<file path="src/rtl/clmul_acc_8bit.sv">
// clmul_acc_8bit: accumulates the XOR of truncated GF(2) 8x8 carry-less
// products over a valid/ready burst and emits the sum, beat count and
// overflow flag once the burst's last beat has been absorbed.
// Ports:
//   clk, rst               clock, synchronous active-high reset
//   in_valid/in_ready      operand handshake (in_a, in_b, in_last)
//   out_valid/out_ready    result handshake (out_y, out_count, out_ovf)
module clmul_acc_8bit #(
  parameter int CNT_W = 5
) (
  input  logic             clk,
  input  logic             rst,
  input  logic             in_valid,
  output logic             in_ready,
  input  logic [7:0]       in_a,
  input  logic [7:0]       in_b,
  input  logic             in_last,
  output logic             out_valid,
  input  logic             out_ready,
  output logic [7:0]       out_y,
  output logic [CNT_W-1:0] out_count,
  output logic             out_ovf
);

  typedef enum logic {
    ACC  = 1'b0,
    DONE = 1'b1
  } state_t;

  // Low byte of the carry-less product; degree >= 8 terms fall away.
  function automatic logic [7:0] clmul8(
    input logic [7:0] a,
    input logic [7:0] b
  );
    logic [7:0] p;
    p = '0;
    for (int k = 0; k < 8; k++) begin
      for (int i = 0; i <= k; i++) begin
        p[k] = p[k] ^ (a[i] & b[k-i]);
      end
    end
    return p;
  endfunction

  state_t           r_state;
  state_t           w_state_nx;

  logic [7:0]       r_s1_a;
  logic [7:0]       r_s1_b;
  logic             r_s1_last;
  logic             r_s1_v;
  logic [7:0]       r_acc;
  logic [CNT_W-1:0] r_cnt;
  logic             r_ovf;
  logic             r_pend;
  logic             r_in_ready;
  logic             r_out_valid;
  logic [7:0]       r_out_y;
  logic [CNT_W-1:0] r_out_count;
  logic             r_out_ovf;

  logic             w_in_xfer;
  logic             w_out_xfer;
  logic             w_cnt_sat;
  logic [7:0]       w_acc_nx;
  logic [CNT_W-1:0] w_cnt_nx;
  logic             w_ovf_nx;
  logic             w_pend_nx;
  logic             w_rdy_nx;

  assign w_in_xfer  = in_valid & r_in_ready;
  assign w_out_xfer = r_out_valid & out_ready;
  assign w_cnt_sat  = (r_cnt == {CNT_W{1'b1}});
  assign w_acc_nx   = r_acc ^ clmul8(r_s1_a, r_s1_b);
  assign w_cnt_nx   = w_cnt_sat ? r_cnt : r_cnt + 1'b1;
  assign w_ovf_nx   = r_ovf | w_cnt_sat;

  // A last beat stays "pending" from its acceptance until the result
  // leaves; this keeps in_ready low while it drains through s1.
  always_comb begin
    w_pend_nx = r_pend;
    if (w_out_xfer) begin
      w_pend_nx = 1'b0;
    end else if (w_in_xfer && in_last) begin
      w_pend_nx = 1'b1;
    end
  end

  assign w_rdy_nx = (w_state_nx == ACC) & ~w_pend_nx;

  always_ff @(posedge clk) begin
    if (rst) begin
      r_state <= ACC;
    end else begin
      r_state <= w_state_nx;
    end
  end

  always_comb begin
    w_state_nx = r_state;
    unique case (r_state)
      ACC:  if (r_s1_v && r_s1_last) w_state_nx = DONE;
      DONE: if (w_out_xfer)          w_state_nx = ACC;
      default: w_state_nx = ACC;
    endcase
  end

  always_ff @(posedge clk) begin
    if (rst) begin
      r_s1_a      <= '0;
      r_s1_b      <= '0;
      r_s1_last   <= 1'b0;
      r_s1_v      <= 1'b0;
      r_acc       <= '0;
      r_cnt       <= '0;
      r_ovf       <= 1'b0;
      r_pend      <= 1'b0;
      r_in_ready  <= 1'b0;
      r_out_valid <= 1'b0;
      r_out_y     <= '0;
      r_out_count <= '0;
      r_out_ovf   <= 1'b0;
    end else begin
      r_s1_v     <= w_in_xfer;
      r_pend     <= w_pend_nx;
      r_in_ready <= w_rdy_nx;
      if (w_in_xfer) begin
        r_s1_a    <= in_a;
        r_s1_b    <= in_b;
        r_s1_last <= in_last;
      end
      if (w_out_xfer) begin
        r_acc       <= '0;
        r_cnt       <= '0;
        r_ovf       <= 1'b0;
        r_out_valid <= 1'b0;
      end else begin
        if (r_s1_v) begin
          r_acc <= w_acc_nx;
          r_cnt <= w_cnt_nx;
          r_ovf <= w_ovf_nx;
          if (r_s1_last) begin
            r_out_y     <= w_acc_nx;
            r_out_count <= w_cnt_nx;
            r_out_ovf   <= w_ovf_nx;
          end
        end
        // Result is already latched; valid follows one edge later.
        if (r_state == DONE && !r_out_valid) begin
          r_out_valid <= 1'b1;
        end
      end
    end
  end

  assign in_ready  = r_in_ready;
  assign out_valid = r_out_valid;
  assign out_y     = r_out_y;
  assign out_count = r_out_count;
  assign out_ovf   = r_out_ovf;

endmodule

</file>
<file path="config.mk">
export PLATFORM = sky130hd
export DESIGN_NAME = clmul_acc_8bit
export DESIGN_NICKNAME = d
export VERILOG_FILES = /design/src/rtl/clmul_acc_8bit.sv
export SDC_FILE = /design/constraint.sdc
export NUM_CORES = 1
export LEC_CHECK = 0
export ABC_AREA = 1
export CAP_MARGIN = 20
export CORE_ASPECT_RATIO = 0.8
export CORE_MARGIN = 1.5
export CORE_UTILIZATION = 43
export DETAILED_ROUTE_END_ITERATION = 10
export PLACE_DENSITY_LB_ADDON = 0.08
export SYNTH_ARGS = -nofsm -noshare
export SYNTH_HDL_FRONTEND = slang
export SYNTH_SLANG_ARGS = --single-unit
</file>
<file path="constraint.sdc">
create_clock -name clk -period 2 [get_ports clk]
set_clock_uncertainty 0.1 [all_clocks]
set_input_delay 0.2 -clock clk [delete_from_list [all_inputs] [get_ports clk]]
set_output_delay 0.2 -clock clk [all_outputs]
set_load 0.005 [all_outputs]
</file>
Yosys cells after proc, flatten, opt, wreduce, memory -nomap -nowiden:

Index checks and enable logic that the tools add are counted.

* add/sub/neg operators: 1
* eq/ne operators: 1
* mux-type cells: 6
* bitwise gates (word level): 73
* reduce and logical (&&, ||, !) cells: 6

Operators by type and width (count)
* AND 1 bit: 39
* bitwise XOR 1 bit: 28
* bitwise XOR 8 bit: 1
* adder 5 x 1 -> 5 bit (second input constant): 1
* equality test 5 bit (second input constant): 1
* two-way mux 5 bit: 1
* two-way mux 1 bit: 4
* NOT 1 bit: 4
* logical AND 1 bit: 3
* AND reduction 3 bit: 1
* one-hot mux 1 bit (2 select lines): 1
* OR reduction 2 bit: 1
* zero test 1 bit: 1
* bitwise OR 1 bit: 1

* register bits after elaboration: 50
* output and inout bits: 16
* word-level logic and storage cells: 101

Longest topological paths before layout:

Gate-level depths: netlist (run 1).

* depth in word-level cells: 9
* mapped depth: 12

Least setup slack after synthesis (run 1):

OpenSTA, ideal clock, no wires.

* path kind: reg-to-reg
* start point: register r_cnt[0]
* end point: register r_cnt[2]
* arrival time: 1.129 ns
* required time: 1.784 ns
* slack: 0.654 ns
* stages on the path, launching flop included: 10
* buffers on the path: 0
* clock period less this slack: 1.346 ns
* path through: dfxtp_1 > ha_1 > nand2_1 > nor2_1 > nand2_1 > inv_1 > a21oi_1 > nand2_1 > o211ai_1 > inv_1

* longest elaborated chain between the ends: 2
* elaborated cells on any way between the ends: 3

RTL lines
* start, declared: RTL line 53 `logic [CNT_W-1:0] r_cnt;`
* start signal, assigned: RTL line 140 `r_cnt <= w_cnt_nx;`
* adder 5 x 1 -> 5 bit or equality test 5 bit (tied branches): RTL line 75, 73
* two-way mux 5 bit (*): RTL line 75 `assign w_cnt_nx = w_cnt_sat ? r_cnt : r_cnt + 1'b1;`

Mark *: on every way between the ends. The rest lies on a longest branch, timed or not.
A chain may end at the register's enable or synchronous reset.

Worst setup path in the final report (run 1):

Same ends and word-level chain as after synthesis.

==> out/results.ini, run 1 <==
[outcome]
status = complete, no violations

[worst_hold_path]
whs_endpoint = r_pend$_SDFF_PP0_
holdPathStages = 2
min_from = r_pend$_SDFF_PP0_
hold_path_class = register to register

[logic_synthesis]
ys_types = 26
synth_area_per_cell_um2 = 6.70
syn_area_um2 = 2520
ys_ff_latch = 50
synth_nets = 399
synthCells = 377
yosysWarnings = 0
yosysSeqAreaShare_pct = 39.6

[clocking]
clkTransAtPathRegs_ps = 100
hold_buffers = 0
cts_resized = 0
root_buffer = clkbuf_8
cts.htree.levels = 2
numCtsBuffers = 5
cts_setup_buffers = 0
clock_latency_ps = 310
cts.sinks = 50
cts_tree = done
clockBufferDepth = 2

[placement]
port_buffers = 36
place_congestion = 0.802
placed_area_um2 = 2930
dp_hpwl_mm = 3.93

[floorplan]
core_area_um2 = 5560
rows = 24
start_util_pct = 45.5
die-area_um2 = 6340
die_h_um = 71.5
dieWidth_um = 88.7
ios = 37

[drt]
drtIter0Drc = 117
drt-vias-per-instance = 4.74
vias = 2307
routed_wl_mm = 5.46
wl_per_cell_um = 11.2
ant_nets = 0
dr.pass1.iters = 4
drcViolationCount = 0

[sta]
tns_ps = 0
tightest_slew_ps = 592
finalCritPeriodShare_pct = 81.3
hold_viol_final = 0
drv_slew = 0
max_freq_mhz = 615
period_needed_ps = 1630
setup_viol = 0
rsz0062_at_grt = false
relSlewSlack_pct = 60.5

[final_layout]
register_area_um2 = 1000
diodes = 0
area_growth_pct = 20.0
fillers = 563
layout.cells.most_common = nand2_1
fin_nets = 430
fin_area_um2 = 3030
layout_common_cells = nand2_1 (90), nor2_1 (63), dfxtp_1 (50)
multi_input_area_um2 = 1260
final_layout_size_suffix_gt1_share_pct = 4.16

[power_and_ir_drop]
leakage_nw = 1.30
finalPower_mw = 1.98
powerDensity_nw_per_um2 = 652
vdd_drop_max_uv = 397

[worst_setup_path]
r2r-end = r_cnt[2]$_SDFFE_PP0P_
timing.rr.start = r_cnt[0]$_SDFFE_PP0P_
cp-start-kind = register
path_max_fanout = 4
criticalPathCategory = register to register
cp.required_ps = 2110
end_kind = register
r2r_setup_slack_ps = 370
r2r_cells = 9
crit_arrival_ps = 1730

[global_routing]
grt_max_degree = 25
grt_pass1_vias = 2054
antenna_found_initial = 0
grt_use_total_pct = 18.9
overflow = 0
grt_pass1_wl_mm = 9.27

[job]
drv_cap = 0

-- through the flow --
stage | std cells | hold slack [ps] | utilization (%) | worst slack (ps)
floorplan | 377 | 267 | - | 654
CTS | 487 | 367 | 54.5 | 381
finish | 487 | 362 | 54.5 | 374
global route | 487 | 396 | 54.5 | 175
global placement | 479 | 349 | 52.8 | 241
detailed placement | 479 | 352 | 52.8 | 240
-- worst max path at each step --
stage                            from                    end  slack [ps]
2_1_floorplan   r_cnt[0]$_SDFFE_PP0P_  r_cnt[2]$_SDFFE_PP0P_         650
3_3_place_gp                out_ready  r_cnt[1]$_SDFFE_PP0P_         240
3_5_place_dp                out_ready  r_acc[0]$_SDFFE_PP0P_         240
4_1_cts        r_s1_a[0]$_SDFFE_PP0N_  out_y[7]$_SDFFE_PP0P_         380
5_1_grt        r_s1_a[0]$_SDFFE_PP0N_  out_y[7]$_SDFFE_PP0P_         180
6_report        r_cnt[0]$_SDFFE_PP0P_  r_cnt[2]$_SDFFE_PP0P_         370
-- flip-flops by register name (all words and copies together), names as in the netlist, 5 cells and up --
signal and cells:
r_s1_b 8, r_acc 8, r_cnt 5, r_s1_a 8, out_y 8, out_count 5
-- cell families (layout without fill, tap and decap cells) --
family / Yosys count / after routing / share of synthesized area [%]
simple gates: 184 / 184 / 29.4
buf+inv: 60 / 92 / 10.3
compound gates: 58 / 58 / 11.8
flops: 50 / 50 / 39.6
xor+xnor: 24 / 24 / 8.33
fa+ha+maj: 1 / 1 / 0.495
-- worst max-delay path, cell delays in order, from the launching register on --
cell and delay (ps):
dfxtp_1 360, ha_1 220, nand2_1 120, nor2_1 50
nand2_1 150, inv_1 90, a21oi_1 200, nand2_1 90
o211ai_1 90, inv_1 60
-- routing by layer --
metal	vias to the layer above	track usage, %	routed length [µm]
li1	1231	-	-
met1	1021	26.9	2910
met2	47	27.8	2220
met3	8	5.07	241
met4	0	6.42	89
met5	-	0	0
-- report_power, final --
| group | internal, mW | leakage (nW) | switching [mW] |
|---|---|---|---|
| logic | 0.118 | 0.842 | 0.132 |
| registers | 1.04 | 0.408 | 0.0572 |
| clock network | 0.279 | 0.0472 | 0.350 |
| total | 1.44 | 1.30 | 0.539 |
-- final cells by class --
cell class,count,share of cell area (%)
clock buffer,6,2.73
clock inverter,2,0.413
inverter,43,5.33
multi-input combinational,267,41.7
sequential,50,33.0
tap,78,3.22
timing repair buffer,41,13.5
-- cells in the mapped netlist --
master | count | share of area [%]
nor2_2 | 1 | 0.25
xnor2_1 | 12 | 4.2
o21ai_0 | 35 | 6.9
inv_1 | 42 | 6.2
or2_2 | 1 | 0.25
nand2_1 | 90 | 13
buf_2 | 7 | 1.4
buf_6 | 1 | 0.45
a31oi_1 | 2 | 0.50
a21oi_1 | 18 | 3.6
nand3b_1 | 1 | 0.30
xor2_1 | 12 | 4.2
nand3_1 | 25 | 5.0
or2_1 | 1 | 0.25
o21ai_1 | 1 | 0.20
buf_4 | 5 | 1.5
nand2_2 | 1 | 0.25
clkbuf_1 | 3 | 0.45
o211ai_1 | 1 | 0.30
ha_1 | 1 | 0.50
a211oi_1 | 1 | 0.30
nor2_1 | 63 | 9.4
dfxtp_1 | 50 | 40
buf_1 | 1 | 0.15
clkinv_1 | 1 | 0.15
nor2_4 | 1 | 0.45
(Power assumes the default switching activity.)
==> run 2, diff against run 1 <==
clock period = 1.4 ns   (was 2 ns; I/O delays follow)
==> run 2 against run 1 <==
  * Global-route usage increased by 0.99 points
  * Power increased by 53%
  * Clock power grew 58%
  * Setup slack worse by 350 ps
  * Cell count grew 4.5%
  * Wire length grew 9.1%
  * Critical endpoint is now out_count[0]$_SDFFE_PP0P_
==> out/results.ini, run 2 (synthesis results as in run 1) <==
[final_layout]
layout.cells.most_common = nand2_1
multi_input_area_um2 = 1440  ; +14%
area_growth_pct = 37.9
instances_no_fill = 509  ; +4.5%
register_area_um2 = 1040  ; +4.2%
diodes = 0  ; unchanged
fin_util_pct = 62.7  ; +8.1 points
layout_common_cells = nand2_1 (76), nor2_1 (60), inv_1 (39)
final_layout_size_suffix_gt1_share_pct = 22.5  ; +18 points
fillers = 531  ; -5.7%
fin_nets = 452  ; +5.1%

[worst_setup_path]
slowest_stage = dfxtp_2
slowest_delay_ps = 370  ; about the same
worstPathBufferInverterCount = 1  ; -1
path_max_fanout = 4  ; unchanged
cp.required_ps = 1500  ; -610 ps
cp-start-kind = register
crit_arrival_ps = 1480  ; -250 ps
cp_top_family = flip-flops
crit_chain = ha_4 -> nand2_4 -> nor2_4 -> nand2_4 -> xor2_2 -> o21ai_1 -> inv_1
end_kind = register
criticalPathCategory = register to register
crit_top_cell = nand2_4

[power_and_ir_drop]
leakage_nw = 1.76  ; +36%
intPower_mw = 2.25  ; +56%
finalPower_mw = 3.02  ; +53%
p_seq_share_pct = 51.9  ; -3.6 points
powerDensity_nw_per_um2 = 866  ; +33%
pwr-share-comb_pct = 15.1  ; +2.5 points
pwr-share-clk_pct = 33.0  ; +1.2 points
vdd_drop_max_uv = 505  ; +27%
p_sw_uw = 768  ; +43%
swShare_pct = 25.5  ; -1.8 points

[sta]
hold_viol_final = 0  ; unchanged
tightest_slew_ps = 350  ; -242 ps
period_needed_ps = 1380  ; -247 ps
relSlewSlack_pct = 76.6  ; +16 points
finalCritPeriodShare_pct = 98.5  ; +17 points
drv_slew = 0  ; unchanged
max_freq_mhz = 725  ; +18%
tns_ps = 0  ; unchanged
setup_viol = 0  ; unchanged
rsz0062_at_grt = true
holdWs_ps = 348  ; -13.7 ps

[floorplan]
dieWidth_um = 88.7  ; unchanged
rows = 24  ; unchanged
die-area_um2 = 6340  ; unchanged
ios = 37  ; unchanged
core_area_um2 = 5560  ; unchanged
start_util_pct = 45.5  ; unchanged
die_h_um = 71.5  ; unchanged

[global_routing]
antenna_found_initial = 0  ; unchanged
overflow = 0  ; unchanged
grt_pass1_wl_mm = 9.78  ; +5.5%
grt_pass1_vias = 2214  ; +7.8%
grt_use_total_pct = 19.9  ; +0.99 points
grt_max_degree = 21  ; -16%

[placement]
place_congestion = 0.843  ; +5.0%
port_buffers = 36  ; unchanged
dp_hpwl_mm = 4.28  ; +8.9%
placedCellCount = 501  ; +4.6%

[clocking]
clock_latency_ps = 300  ; about the same
cts_setup_buffers = 0  ; unchanged
clockBufferDepth = 2  ; unchanged
hold_buffers = 0  ; unchanged
numCtsBuffers = 5  ; unchanged
clkTransAtPathRegs_ps = 80  ; -20 ps
cts.htree.levels = 2  ; unchanged
root_buffer = clkbuf_8
cts_tree = done
cts.sinks = 50  ; unchanged

[outcome]
status = complete, no violations

[drt]
dr.pass1.iters = 5  ; +1
drt-vias-per-instance = 4.78  ; +0.99%
drtIter0Drc = 120  ; +2.6%
drcViolationCount = 0  ; unchanged
vias = 2435  ; +5.5%
routed_wl_mm = 5.96  ; +9.1%
wl_per_cell_um = 11.7  ; +4.4%
ant_nets = 0  ; unchanged

[worst_hold_path]
hold_path_class = input pin to register

[job]
drv_cap = 0  ; unchanged

## run 2: layout make-up
type	count	area share, %
multi-input cells	267	41.4
inverters	43	4.64
flip-flops and latches	50	30.0
clock buffers	7	2.19
repair buffers	63	18.2
well taps	78	2.80
clock inverters	1	0.863
## run 2: power groups by stage
stage,clock [mW],combinational (mW),sequential (mW)
3_3_place_gp,0,0.412,1.59
4_1_cts,1.02,0.423,1.56
2_1_floorplan,0,0.269,1.55
6_report,0.995,0.455,1.57
5_1_grt,1.08,0.510,1.58
3_5_place_dp,0,0.417,1.59
## run 2: worst min-delay path, delay by kind of cell
family | cells | cell delay, ps
buffers and inverters | 1 | 390
AND/OR/NAND/NOR | 1 | 100
AO/OA/AOI/OAI | 1 | 70
## run 2: what timing repair did
item	4_1_cts	5_1_grt
resized for setup	14	80
setup endpoints to repair	22	39
cloned	0	0
pin swaps	0	18
## run 2: through the flow
| stage | setup slack [ps] | instance area (µm²) |
|---|---|---|
| final | 20.7 | 3480 |
| after CTS | 0.189 | 3250 |
| after global routing | -55.3 | 3480 |
| after floorplan | 54.5 | 2520 |
| after global placement | -63.5 | 3110 |
| after detailed placement | -75.4 | 3110 |
## run 2: path summary, 6_finish.rpt
check	startpoint	endpoint	slack [ps]	cells past startpoint
max	r_cnt[1]$_SDFFE_PP0P_	out_count[0]$_SDFFE_PP0P_	20	7
min	in_last	r_pend$_SDFF_PP0_	350	3
max reg2reg	r_cnt[1]$_SDFFE_PP0P_	out_count[0]$_SDFFE_PP0P_	20	7
min reg2reg	r_pend$_SDFF_PP0_	r_pend$_SDFF_PP0_	360	2
## run 2: per-layer routing
layer | vias to the layer above | share of wire, % | track usage (%)
met5 | - | 0 | 0
met4 | 0 | 1.1 | 6.25
met3 | 7 | 5.7 | 3.57
met2 | 56 | 43 | 30.6
met1 | 1094 | 50 | 28.4
li1 | 1278 | - | -
==> run 3, diff against run 2 <==
REMOVE_ABC_BUFFERS = 1   (was not set)
==> run 3 against run 2 <==
  * Cell area about the same
  * Largest power group unchanged
  * Non-clock buffer count up 5
  * The run now ends with setup timing left
  * Critical path depth up 2
  * Wire length up 2.2%
==> out/results.ini, run 3 (synthesis results as in run 1) <==
[placement]
placedCellCount = 505  ; +0.80%
dp_hpwl_mm = 4.44  ; +3.7%
port_buffers = 36  ; unchanged
place_congestion = 0.809  ; -4.1%
dp_slack_ps = -150  ; -74.3 ps

[worst_setup_path]
path_max_fanout = 4  ; unchanged
r2r_cells = 9  ; +2
crit_arrival_ps = 1570  ; +90 ps
cp-start-kind = register
timing.rr.start = r_s1_a[1]$_SDFFE_PP0N_
critPathLaunch = r_s1_a[1]$_SDFFE_PP0N_
r2r_setup_slack_ps = -0.7  ; -20 ps
cp.required_ps = 1570  ; +70 ps
r2r-end = r_acc[4]$_SDFFE_PP0P_
end_kind = register
criticalPathCategory = register to register
crit_path_end = r_acc[4]$_SDFFE_PP0P_

[global_routing]
grt_max_degree = 17  ; -19%
antenna_found_initial = 0  ; unchanged
grt_use_total_pct = 20.3  ; +0.42 points
grt_pass1_vias = 2175  ; -1.8%
overflow = 0  ; unchanged
grt_pass1_wl_mm = 9.83  ; +0.49%

[clocking]
cts.htree.levels = 2  ; unchanged
clkTransAtPathRegs_ps = 90  ; about the same
clockBufferDepth = 2  ; unchanged
numCtsBuffers = 5  ; unchanged
clock_latency_ps = 310  ; about the same
root_buffer = clkbuf_8
cts.sinks = 50  ; unchanged
cts_tree = done

[final_layout]
final_layout_size_suffix_gt1_share_pct = 21.6  ; -0.95 points
register_area_um2 = 1040  ; -0.24%
diodes = 0  ; unchanged
fin_util_pct = 62.7  ; about the same
layout.cells.most_common = nand2_1
layout_common_cells = nand2_1 (80), nor2_1 (60), inv_1 (40)
area_growth_pct = 38.0  ; about the same
fillers = 508  ; -4.3%
multi_input_area_um2 = 1420  ; -1.7%
fin_nets = 457  ; +1.1%
instances_no_fill = 514  ; +0.98%

[worst_hold_path]
hold_path_class = input pin to register

[floorplan]
start_util_pct = 45.5  ; unchanged
die_h_um = 71.5  ; unchanged
core_area_um2 = 5560  ; unchanged
dieWidth_um = 88.7  ; unchanged
die-area_um2 = 6340  ; unchanged
rows = 24  ; unchanged
ios = 37  ; unchanged

[sta]
drv_slew = 0  ; unchanged
finalCritPeriodShare_pct = 100  ; +1.5 points
setup_viol = 1  ; +1
tightest_slew_ps = 307  ; -43.2 ps
rsz0062_at_grt = true
fin_ws_ps = -0.682  ; -21.4 ps
hold_viol_final = 0  ; unchanged
relSlewSlack_pct = 79.5  ; +2.9 points
period_needed_ps = 1400  ; +21.4 ps
holdWs_ps = 329  ; -19.1 ps
max_freq_mhz = 714  ; -1.5%

[drt]
drt-vias-per-instance = 4.67  ; -2.4%
routed_wl_mm = 6.09  ; +2.2%
wl_per_cell_um = 11.8  ; +1.2%
met2WireLength_mm = 2.58  ; +0.90%
vias = 2400  ; -1.4%
m1WireLength_mm = 3.13  ; +4.4%
wl_met3_um = 276  ; -18%
dr.pass1.iters = 4  ; -1
ant_nets = 0  ; unchanged
drtIter0Drc = 105  ; -13%
drcViolationCount = 0  ; unchanged
routed.top_layer = met4

[job]
drv_cap = 0  ; unchanged

[power_and_ir_drop]
leakage_nw = 1.74  ; -1.0%
powerDensity_nw_per_um2 = 881  ; +1.7%
vdd_drop_max_uv = 533  ; +5.5%

[outcome]
violations = setup timing
status = finished, violations left

==> run 3: worst max-delay path, cell delays in order, from the launching register on <==
cell,delay [ps]
dfxtp_4,380
buf_6,110
nand2_4,60
xnor2_4,150
or2_1,240
nand2_1,70
nand2_1,60
nand3_1,80
nand2_1,60
inv_1,40
==> run 3: power by group <==
| group | internal [mW] | switching (mW) | total (mW) |
|---|---|---|---|
| clock network | 0.536 | 0.500 | 1.04 |
| logic | 0.238 | 0.237 | 0.475 |
| registers | 1.49 | 0.0712 | 1.56 |
==> run 3: stage by stage <==
stage          cell area [µm²]  power (mW)  TNS [ps]
2_1_floorplan             2430        1.80     -1170
3_3_place_gp              3140        2.01     -2510
3_5_place_dp              3140        2.02     -2830
4_1_cts                   3320        3.06         0
5_1_grt                   3480        3.21      -669
6_report                  3480        3.07    -0.682
==> run 3: cell type report <==
cell class              instances  share of cell area, %
clock inverters                 1                  0.862
clock buffers                   7                   2.19
flip-flops and latches         50                   29.9
repair buffers                 68                   19.0
multi-input cells             267                   40.7
well taps                      78                   2.80
inverters                      43                   4.63
==> run 3: worst min-delay path by stage <==
stage,from,endpoint,cells after the start
3_5_place_dp,r_pend$_SDFF_PP0_,r_pend$_SDFF_PP0_,2
3_3_place_gp,r_pend$_SDFF_PP0_,r_pend$_SDFF_PP0_,2
6_report,in_b[0],r_s1_b[0]$_SDFFE_PP0N_,3
5_1_grt,in_b[6],r_s1_b[6]$_SDFFE_PP0N_,3
4_1_cts,in_b[0],r_s1_b[0]$_SDFFE_PP0N_,3
2_1_floorplan,rst,r_s1_last$_SDFFE_PP0N_,1
==> run 3: routing by layer <==
layer	track usage, %	up-vias
li1	-	1285
met1	29.5	1060
met2	29.7	47
met3	3.92	8
met4	7.99	0
met5	0	-
==> run 3: timing repair <==
item / 4_1_cts / 5_1_grt
endpoints found under the setup margin: 24 / 40
setup buffers: 1 / 0
resized for setup: 24 / 56
hold buffers: 0 / 0
pin swaps: 3 / 12
